$ cat src/rtl/rf_wb_arbiter_if.sv
// Writeback bus between the two result producers (ALU, MEM) and the
// register-file arbiter. The master side drives requests and hold; the slave
// side is the arbiter.
interface rf_wb_arbiter_if #(
    parameter int DATA_W = 16,
    parameter int ADDR_W = 4
);
    logic                 hold;

    logic                 a_req;
    logic [ADDR_W-1:0]    a_addr;
    logic [DATA_W-1:0]    a_data;
    logic                 a_rdy;

    logic                 m_req;
    logic [ADDR_W-1:0]    m_addr;
    logic [DATA_W-1:0]    m_data;
    logic                 m_rdy;

    logic                 we;
    logic [ADDR_W-1:0]    dst_addr;
    logic [DATA_W-1:0]    dst;
    logic [2**ADDR_W-1:0] pend_mask;

    modport master (
        output hold,
        output a_req, a_addr, a_data,
        input  a_rdy,
        output m_req, m_addr, m_data,
        input  m_rdy,
        input  we, dst_addr, dst, pend_mask
    );

    modport slave (
        input  hold,
        input  a_req, a_addr, a_data,
        output a_rdy,
        input  m_req, m_addr, m_data,
        output m_rdy,
        output we, dst_addr, dst, pend_mask
    );
endinterface

$ cat src/rtl/rf_wb_arbiter.sv
// Register-file writeback arbiter. One holding slot per requester (ALU, MEM);
// a single write per cycle is issued from the slots. Same-address writes go
// out in arrival order; otherwise ALU wins unless MEM has lost STARVE_MAX
// arbitrations in a row. A per-register pending mask tracks slot contents.
module rf_wb_arbiter #(
    parameter int DATA_W     = 16,
    parameter int ADDR_W     = 4,
    parameter int STARVE_MAX = 3
) (
    input  logic           clk,
    input  logic           rst,
    rf_wb_arbiter_if.slave bus
);
    localparam int NREG   = 2**ADDR_W;
    localparam int WAIT_W = (STARVE_MAX < 1) ? 1 : $clog2(STARVE_MAX + 1);
    localparam logic [WAIT_W-1:0] WAIT_MAX = WAIT_W'(STARVE_MAX);

    typedef struct packed {
        logic              valid;
        logic [ADDR_W-1:0] addr;
        logic [DATA_W-1:0] data;
    } slot_t;

    slot_t             a_slot_q, a_slot_d;
    slot_t             m_slot_q, m_slot_d;
    logic              m_older_q, m_older_d;   // 1: MEM slot arrived first
    logic [WAIT_W-1:0] m_wait_q, m_wait_d;     // consecutive lost arbitrations

    logic sel_a, sel_m;
    logic a_rdy, m_rdy;
    logic a_load, m_load;

    // Pick at most one slot to write this cycle, purely from registered state.
    always_comb begin
        // NOTE: every always_comb output gets a default first so no path leaves it unassigned (no latch).
        sel_a = 1'b0;
        sel_m = 1'b0;
        // Reset also suppresses the write so slots being discarded never reach the register file.
        if (!bus.hold && !rst) begin
            if (a_slot_q.valid && m_slot_q.valid) begin
                if (a_slot_q.addr == m_slot_q.addr) begin
                    sel_m = m_older_q;
                    sel_a = !m_older_q;
                end else if (m_wait_q >= WAIT_MAX) begin
                    sel_m = 1'b1;
                end else begin
                    sel_a = 1'b1;
                end
            end else begin
                sel_a = a_slot_q.valid;
                sel_m = m_slot_q.valid;
            end
        end
    end

    // A slot can accept when it is empty or draining this cycle.
    assign a_rdy  = ~a_slot_q.valid | sel_a;
    assign m_rdy  = ~m_slot_q.valid | sel_m;
    assign a_load = bus.a_req & a_rdy;
    assign m_load = bus.m_req & m_rdy;

    // Next slot contents, age order and MEM starvation counter.
    always_comb begin
        a_slot_d  = a_slot_q;
        m_slot_d  = m_slot_q;
        m_older_d = m_older_q;
        m_wait_d  = m_wait_q;

        if (sel_a) a_slot_d.valid = 1'b0;
        if (sel_m) m_slot_d.valid = 1'b0;

        if (a_load) begin
            a_slot_d.valid = 1'b1;
            a_slot_d.addr  = bus.a_addr;
            a_slot_d.data  = bus.a_data;
        end
        if (m_load) begin
            m_slot_d.valid = 1'b1;
            m_slot_d.addr  = bus.m_addr;
            m_slot_d.data  = bus.m_data;
        end

        // Simultaneous loads treat MEM as older; a lone load is younger than whatever stays.
        if (a_load) begin
            m_older_d = 1'b1;
        end else if (m_load) begin
            m_older_d = 1'b0;
        end

        if (!bus.hold) begin
            if (!m_slot_q.valid || sel_m) begin
                m_wait_d = '0;
            end else if (m_wait_q < WAIT_MAX) begin
                m_wait_d = m_wait_q + 1'b1;
            end
        end
    end

    // State registers with synchronous reset; reset discards both slots.
    always_ff @(posedge clk) begin
        // NOTE: sequential state uses non-blocking assignments so every flop samples pre-edge values.
        if (rst) begin
            a_slot_q  <= '0;
            m_slot_q  <= '0;
            m_older_q <= 1'b0;
            m_wait_q  <= '0;
        end else begin
            a_slot_q  <= a_slot_d;
            m_slot_q  <= m_slot_d;
            m_older_q <= m_older_d;
            m_wait_q  <= m_wait_d;
        end
    end

    // Write port and pending scoreboard, derived from slot state.
    always_comb begin
        bus.we        = sel_a | sel_m;
        bus.dst_addr  = '0;
        bus.dst       = '0;
        bus.pend_mask = '0;
        if (sel_a) begin
            bus.dst_addr = a_slot_q.addr;
            bus.dst      = a_slot_q.data;
        end else if (sel_m) begin
            bus.dst_addr = m_slot_q.addr;
            bus.dst      = m_slot_q.data;
        end
        for (int i = 0; i < NREG; i++) begin
            bus.pend_mask[i] = (a_slot_q.valid && a_slot_q.addr == ADDR_W'(i)) ||
                               (m_slot_q.valid && m_slot_q.addr == ADDR_W'(i));
        end
    end

    assign bus.a_rdy = a_rdy;
    assign bus.m_rdy = m_rdy;
endmodule

$ cat src/flat_wrapper.sv
// flat-port wrapper written by rule: the top's interface ports become plain ports
module rf_wb_arbiter_flat 
#(
    parameter int DATA_W     = 16,
    parameter int ADDR_W     = 4,
    parameter int STARVE_MAX = 3
)
  (clk, rst, bus_hold, bus_a_req, bus_a_addr, bus_a_data, bus_a_rdy, bus_m_req, bus_m_addr, bus_m_data, bus_m_rdy, bus_we, bus_dst_addr, bus_dst, bus_pend_mask);
  rf_wb_arbiter_if #(.DATA_W(DATA_W), .ADDR_W(ADDR_W)) bus_i ();
  input  logic clk;
  input  logic rst;
  input wire logic [$bits(bus_i.hold)-1:0] bus_hold;
  input wire logic [$bits(bus_i.a_req)-1:0] bus_a_req;
  input wire logic [$bits(bus_i.a_addr)-1:0] bus_a_addr;
  input wire logic [$bits(bus_i.a_data)-1:0] bus_a_data;
  output wire logic [$bits(bus_i.a_rdy)-1:0] bus_a_rdy;
  input wire logic [$bits(bus_i.m_req)-1:0] bus_m_req;
  input wire logic [$bits(bus_i.m_addr)-1:0] bus_m_addr;
  input wire logic [$bits(bus_i.m_data)-1:0] bus_m_data;
  output wire logic [$bits(bus_i.m_rdy)-1:0] bus_m_rdy;
  output wire logic [$bits(bus_i.we)-1:0] bus_we;
  output wire logic [$bits(bus_i.dst_addr)-1:0] bus_dst_addr;
  output wire logic [$bits(bus_i.dst)-1:0] bus_dst;
  output wire logic [$bits(bus_i.pend_mask)-1:0] bus_pend_mask;
  assign bus_i.hold = bus_hold;
  assign bus_i.a_req = bus_a_req;
  assign bus_i.a_addr = bus_a_addr;
  assign bus_i.a_data = bus_a_data;
  assign bus_a_rdy = bus_i.a_rdy;
  assign bus_i.m_req = bus_m_req;
  assign bus_i.m_addr = bus_m_addr;
  assign bus_i.m_data = bus_m_data;
  assign bus_m_rdy = bus_i.m_rdy;
  assign bus_we = bus_i.we;
  assign bus_dst_addr = bus_i.dst_addr;
  assign bus_dst = bus_i.dst;
  assign bus_pend_mask = bus_i.pend_mask;
  rf_wb_arbiter #(.DATA_W(DATA_W), .ADDR_W(ADDR_W), .STARVE_MAX(STARVE_MAX)) u_core (.clk(clk), .rst(rst), .bus(bus_i));
endmodule
$ cat config.mk
export PLATFORM = sky130hd
export DESIGN_NAME = rf_wb_arbiter_flat
export DESIGN_NICKNAME = d
export VERILOG_FILES = /design/src/rtl/rf_wb_arbiter_if.sv /design/src/rtl/rf_wb_arbiter.sv /design/src/flat_wrapper.sv
export SDC_FILE = /design/constraint.sdc
export NUM_CORES = 1
export LEC_CHECK = 0
export ABC_AREA = 1
export CORE_UTILIZATION = 41
export DETAILED_ROUTE_END_ITERATION = 6
export GPL_ROUTABILITY_DRIVEN = 0
export PLACE_DENSITY = 0.79
export SLEW_MARGIN = 20
export SYNTH_ARGS = -nofsm -noshare
export SYNTH_HDL_FRONTEND = slang
export SYNTH_SLANG_ARGS = --single-unit
$ cat constraint.sdc
create_clock -name clk -period 3.1 [get_ports clk]
set_input_delay 0.31 -clock clk [delete_from_list [all_inputs] [get_ports clk]]
set_output_delay 0.31 -clock clk [all_outputs]
set_load 0.03 [all_outputs]
---- Word-level counts from Yosys, hierarchy flattened ----
Cells that the tools add are included.
word-level totals
  flip-flop bits (word level) ............. 45
  bits of input ports ..................... 45
  output and inout port bits .............. 39
  logic and storage cells ................. 132
cells by class
  add/sub/neg operators ................... 1
  magnitude comparators ................... 2
  eq/ne operators ......................... 31
  mux-type cells .......................... 20
  bitwise logic cells ..................... 8
  reduce and logical (&&, ||, !) cells .... 62
operators by type and width
  cell                                           number
  == test 4 bit, second input constant           16
  two-way mux 21 bit                             2
  logical AND 1 bit                              34
  == test 4 x 3 -> 1 bit, second input constant  8
  two-way mux 16 bit                             2
  logical OR 1 bit                               17
  == test 4 x 2 -> 1 bit, second input constant  4
  two-way mux 1 bit                              12
  == test 4 x 1 -> 1 bit, second input constant  2
  logical NOT 4 bit                              2
  two-way mux 4 bit                              2
  nonzero test 2 bit                             4
  == test 4 bit                                  1
  logical NOT 1 bit                              4
  two-way mux 2 bit                              2
  inverter 1 bit                                 3
  bitwise OR 1 bit                               3
  adder 2 x 1 -> 2 bit, second input constant    1
  AND 1 bit                                      2
  >= comparator 2 bit, second input constant     1
  < comparator 2 bit, second input constant      1
  AND reduction 2 bit                            1

---- Logic depth before layout (Yosys ltp) ----
  depth in word-level cells ............... 9
  depth in mapped cells ................... 13

---- Least setup slack after synthesis ----
OpenSTA, ideal clock, no wires.
  path type ............................... reg-to-output
  start point ............................. register u_core.m_slot_q[17] (netlist name)
  end point ............................... output port bus_dst[10]
  arrival time ............................ 1.648 ns
  required time ........................... 2.790 ns
  path slack .............................. 1.142 ns
  cell stages (with the launch flop) ...... 11
  cells stage by stage .................... dfxtp_1 inv_1 nand2_1 nand2_1 nor2_2 nand3b_1 nand3b_1 nand3_2 inv_2 buf_2 a22o_1
between the ends
  word-level cells in the longest chain between the ends .. 6
  elaborated cells on any way between the ends .. 9
RTL lines
  element                   RTL line              text
  start: declaration        rf_wb_arbiter.sv:25   slot_t m_slot_q, m_slot_d;
  start signal: assignment  rf_wb_arbiter.sv:109  m_slot_q <= m_slot_d;
  == test 4 bit (*)         rf_wb_arbiter.sv:41   if (a_slot_q.addr == m_slot_q.addr) begin
  two-way mux 1 bit         rf_wb_arbiter.sv:41
  two-way mux 1 bit         rf_wb_arbiter.sv:40   if (a_slot_q.valid && m_slot_q.valid) begin
  two-way mux 1 bit         rf_wb_arbiter.sv:39   if (!bus.hold && !rst) begin
  two-way mux 16 bit        rf_wb_arbiter.sv:124  end else if (sel_m) begin
  two-way mux 16 bit (*)    rf_wb_arbiter.sv:121  if (sel_a) begin
  end: declaration          flat_wrapper.sv:23    output wire logic [$bits(bus_i.dst)-1:0] bus_dst;
Every way passes the cells marked *; elsewhere a longest branch is shown, timed or not.

---- Final worst setup path ----
  start point ............................. register u_core.m_slot_q[17] (netlist name)
  end point ............................... output port bus_dst_addr[2]
between the ends
  word-level cells in the longest chain between the ends .. 6
  elaborated cells on any way between the ends .. 9
RTL lines
  element                RTL line              text
  == test 4 bit (*)      rf_wb_arbiter.sv:41
  two-way mux 1 bit      rf_wb_arbiter.sv:41
  two-way mux 1 bit      rf_wb_arbiter.sv:40
  two-way mux 1 bit      rf_wb_arbiter.sv:39
  two-way mux 4 bit      rf_wb_arbiter.sv:124
  two-way mux 4 bit (*)  rf_wb_arbiter.sv:121
  end: declaration       flat_wrapper.sv:22    output wire logic [$bits(bus_i.dst_addr)-1:0] bus_dst_addr;
Marked as above.

==> flow_summary.json <==
{
  "outcome": "completed",
  "fin_tns_setup_ns": 0,
  "irDropWorstVdd_mv": 0.2688,
  "fmax_mhz": 365.8,
  "cts_made_buffers": 5,
  "design.die.area_um2": 6172,
  "grt_overflow": 0,
  "synthDistinctLibCells": 22,
  "power.density_nw_per_um2": 403.4,
  "clock_path_buffers": 2,
  "worst_pin_slew_ns": 0.6884,
  "clkTransAtPathRegs_ns": 0.08,
  "post_synth_fa_ha_maj_area_fraction_pct": 0.5206,
  "nets": 477,
  "critical_path.max_fanout": 7,
  "min_to": "u_core.m_slot_q[11]",
  "first_global_vias": 2518,
  "setup_violations": 0,
  "fin_crit_sh_pct": 88.18,
  "initial_core_util_pct": 43.12,
  "place_inst": 496,
  "relSlewSlack_pct": 54.06,
  "syn_nets": 403,
  "drt_wl_total_um": 6585,
  "min_path_cells": 2,
  "ctsHoldBuffers": 0,
  "antenna_found_initial": 0,
  "antennaDiodeCount": 0,
  "hpwl_um": 4776,
  "ys_ff_latch": 45,
  "reg2reg_from": "u_core.m_slot_q[17]",
  "finalClockSkew_ns": 0.002620,
  "synth-simple-area-share_pct": 33.89,
  "synth_top_family_by_area": "simple AND/OR/NAND/NOR gates",
  "worstPathRequired_ns": 2.79,
  "yosysWarnings": 0,
  "drt_first_pass_iters": 4,
  "slew_violations": 0,
  "rrSetupSlack_ns": 0.95,
  "drtIter0Drc": 128,
  "synth_cells": 357,
  "setup.worst_path.end_class": "output pin",
  "max-cap-violations": 0,
  "grt_pass1_wl_um": 10810,
  "cts-root-buf": "clkbuf_8",
  "post_cts_resized": 0,
  "die_w_um": 78.57,
  "synth-compound-area-share_pct": 16.55,
  "syn-mean-instance-area_um2": 6.733,
  "wire_per_inst_um": 13.07,
  "drcViolationCount": 0,
  "rows": 27,
  "drtAntennaViolNets": 0,
  "r2r-end": "u_core.a_slot_q[7]",
  "ff2ff_path_depth": 11,
  "grt_use_total_pct": 22.15,
  "seq_area_frac_synth_pct": 37.48,
  "fin_crit_ns": 2.733,
  "htreeDepth": 2,
  "worstSetupStartpointType": "flip-flop",
  "viasPerCell": 5.200,
  "core-area_um2": 5574,
  "clock-sinks": 45,
  "drive_gt1_share_pct": 9.259,
  "rsz0062_at_grt": "no",
  "netlist_area_um2": 2404,
  "leakage_nw": 1.444,
  "fin_cells": 504,
  "die_y_um": 78.57,
  "io_pins": 84,
  "total_power_mw": 1.321,
  "grt_max_degree": 25,
  "cts_tree": "done",
  "hp-class": "flip-flop to flip-flop",
  "synthXorXnorAreaFrac_pct": 0,
  "synthMuxAreaShare_pct": 0,
  "min_from": "u_core.m_slot_q[11]",
  "io_buffers": 83,
  "clk_latency_ns": 0.30,
  "area_delta_synth_final_pct": 36.23,
  "path_class": "flip-flop to output pin",
  "via_count": 2621,
  "cts_setup_buffers": 0,
  "hold_violations": 0,
  "arrival_ns": 2.42
}
==> metrics by stage <==
stage / utilization [%] / area, um2 / hold slack [ns] / setup slack (ns)
final: 58.74 / 3274 / 0.4697 / 0.3666
after global routing: 58.74 / 3274 / 0.4882 / 0.1707
after CTS: 58.74 / 3274 / 0.4713 / 0.3743
after detailed placement: 57.31 / 3194 / 0.4597 / 0.5576
after global placement: 57.31 / 3194 / 0.4499 / 0.6612
after floorplan: - / 2404 / 0.4393 / 1.142
==> worst max path at each step <==
| stage | to | start | slack [ns] |
|---|---|---|---|
| after global placement | bus_dst_addr[2] | rst | 0.66 |
| after global routing | bus_dst_addr[2] | u_core.m_slot_q[17] | 0.17 |
| after CTS | bus_dst_addr[2] | u_core.m_slot_q[17] | 0.37 |
| after detailed placement | bus_dst_addr[2] | rst | 0.56 |
| final | bus_dst_addr[2] | u_core.m_slot_q[17] | 0.37 |
| after floorplan | bus_dst[10] | u_core.m_slot_q[17] | 1.14 |
==> final cells by class <==
type | instances | area (um2)
inverter | 42 | 157.7
sequential | 45 | 900.9
fill | 552 | 2300
timing repair buffer | 88 | 820.8
multi-input combinational | 249 | 1225
clock buffer | 8 | 80.08
tap | 72 | 90.09
==> cell usage after synthesis, drive strengths merged <==
| library cell | number | share of area [%] |
|---|---|---|
| clkbuf | 5 | 0.78 |
| nand3 | 54 | 12 |
| nand3b | 2 | 0.62 |
| a21oi | 25 | 5.2 |
| o22ai | 20 | 5.2 |
| dfxtp | 45 | 37 |
| nand2 | 76 | 13 |
| a21boi | 1 | 0.31 |
| inv | 42 | 6.6 |
| nor3b | 1 | 0.31 |
| buf | 16 | 4.2 |
| a22o | 16 | 5.8 |
| ha | 1 | 0.52 |
| nor2 | 53 | 8.4 |
==> state kept, by name, indices dropped and copies added (netlist names) <==
signal and cells:
u_core.a_slot_q 21, u_core.m_older_q 1, u_core.m_wait_q 2, u_core.m_slot_q 21
==> power breakdown <==
group | total, mW | internal [mW] | leakage (nW) | switching [mW]
combinational | 0.316 | 0.137 | 1.03 | 0.179
clock | 0.351 | 0.160 | 0.0395 | 0.190
sequential | 0.654 | 0.620 | 0.372 | 0.0336
==> worst max-delay path: stages (launching register included) <==
cell and delay, ns:
dfxtp_1 0.47, inv_1 0.11, nand2_1 0.07, nand2_1 0.06, nor2_2 0.15, nand3b_1 0.10, nand3b_1 0.12, nand3_2 0.15
o22ai_1 0.19, clkdlybuf4s50_1 0.70
==> cell families (layout without fill, tap and decap cells) <==
group | Yosys count | after routing
AOI/OAI and AO/OA | 62 | 62
adders and majority gates | 1 | 1
buffers and inverters | 63 | 138
DFF | 45 | 45
and+or+nand+nor | 186 | 186
==> cell usage in the layout (no fill, tap or decap) <==
cell	count
clkdlybuf4s50_1	64
nand3_1	52
o22ai_1	20
inv_1	38
buf_4	24
clkbuf_8	5
nor2_1	52
a21boi_0	1
nand2_2	1
dfxtp_1	45
nand3_2	2
nand3b_1	2
inv_2	4
nor2_2	1
clkbuf_1	3
nor3b_1	1
nand2_1	72
a21oi_1	25
nand2_4	3
ha_1	1
a22o_1	16
==> metal layers <==
metal,part of all wire (%),vias up,global-route usage [%]
met3,5.8,12,4.186
met2,51,94,39.91
met5,0,-,0
met4,1.7,0,9.815
met1,42,1199,25.07
li1,-,1316,-
No activity file was read; power rests on OpenSTA's default activity.
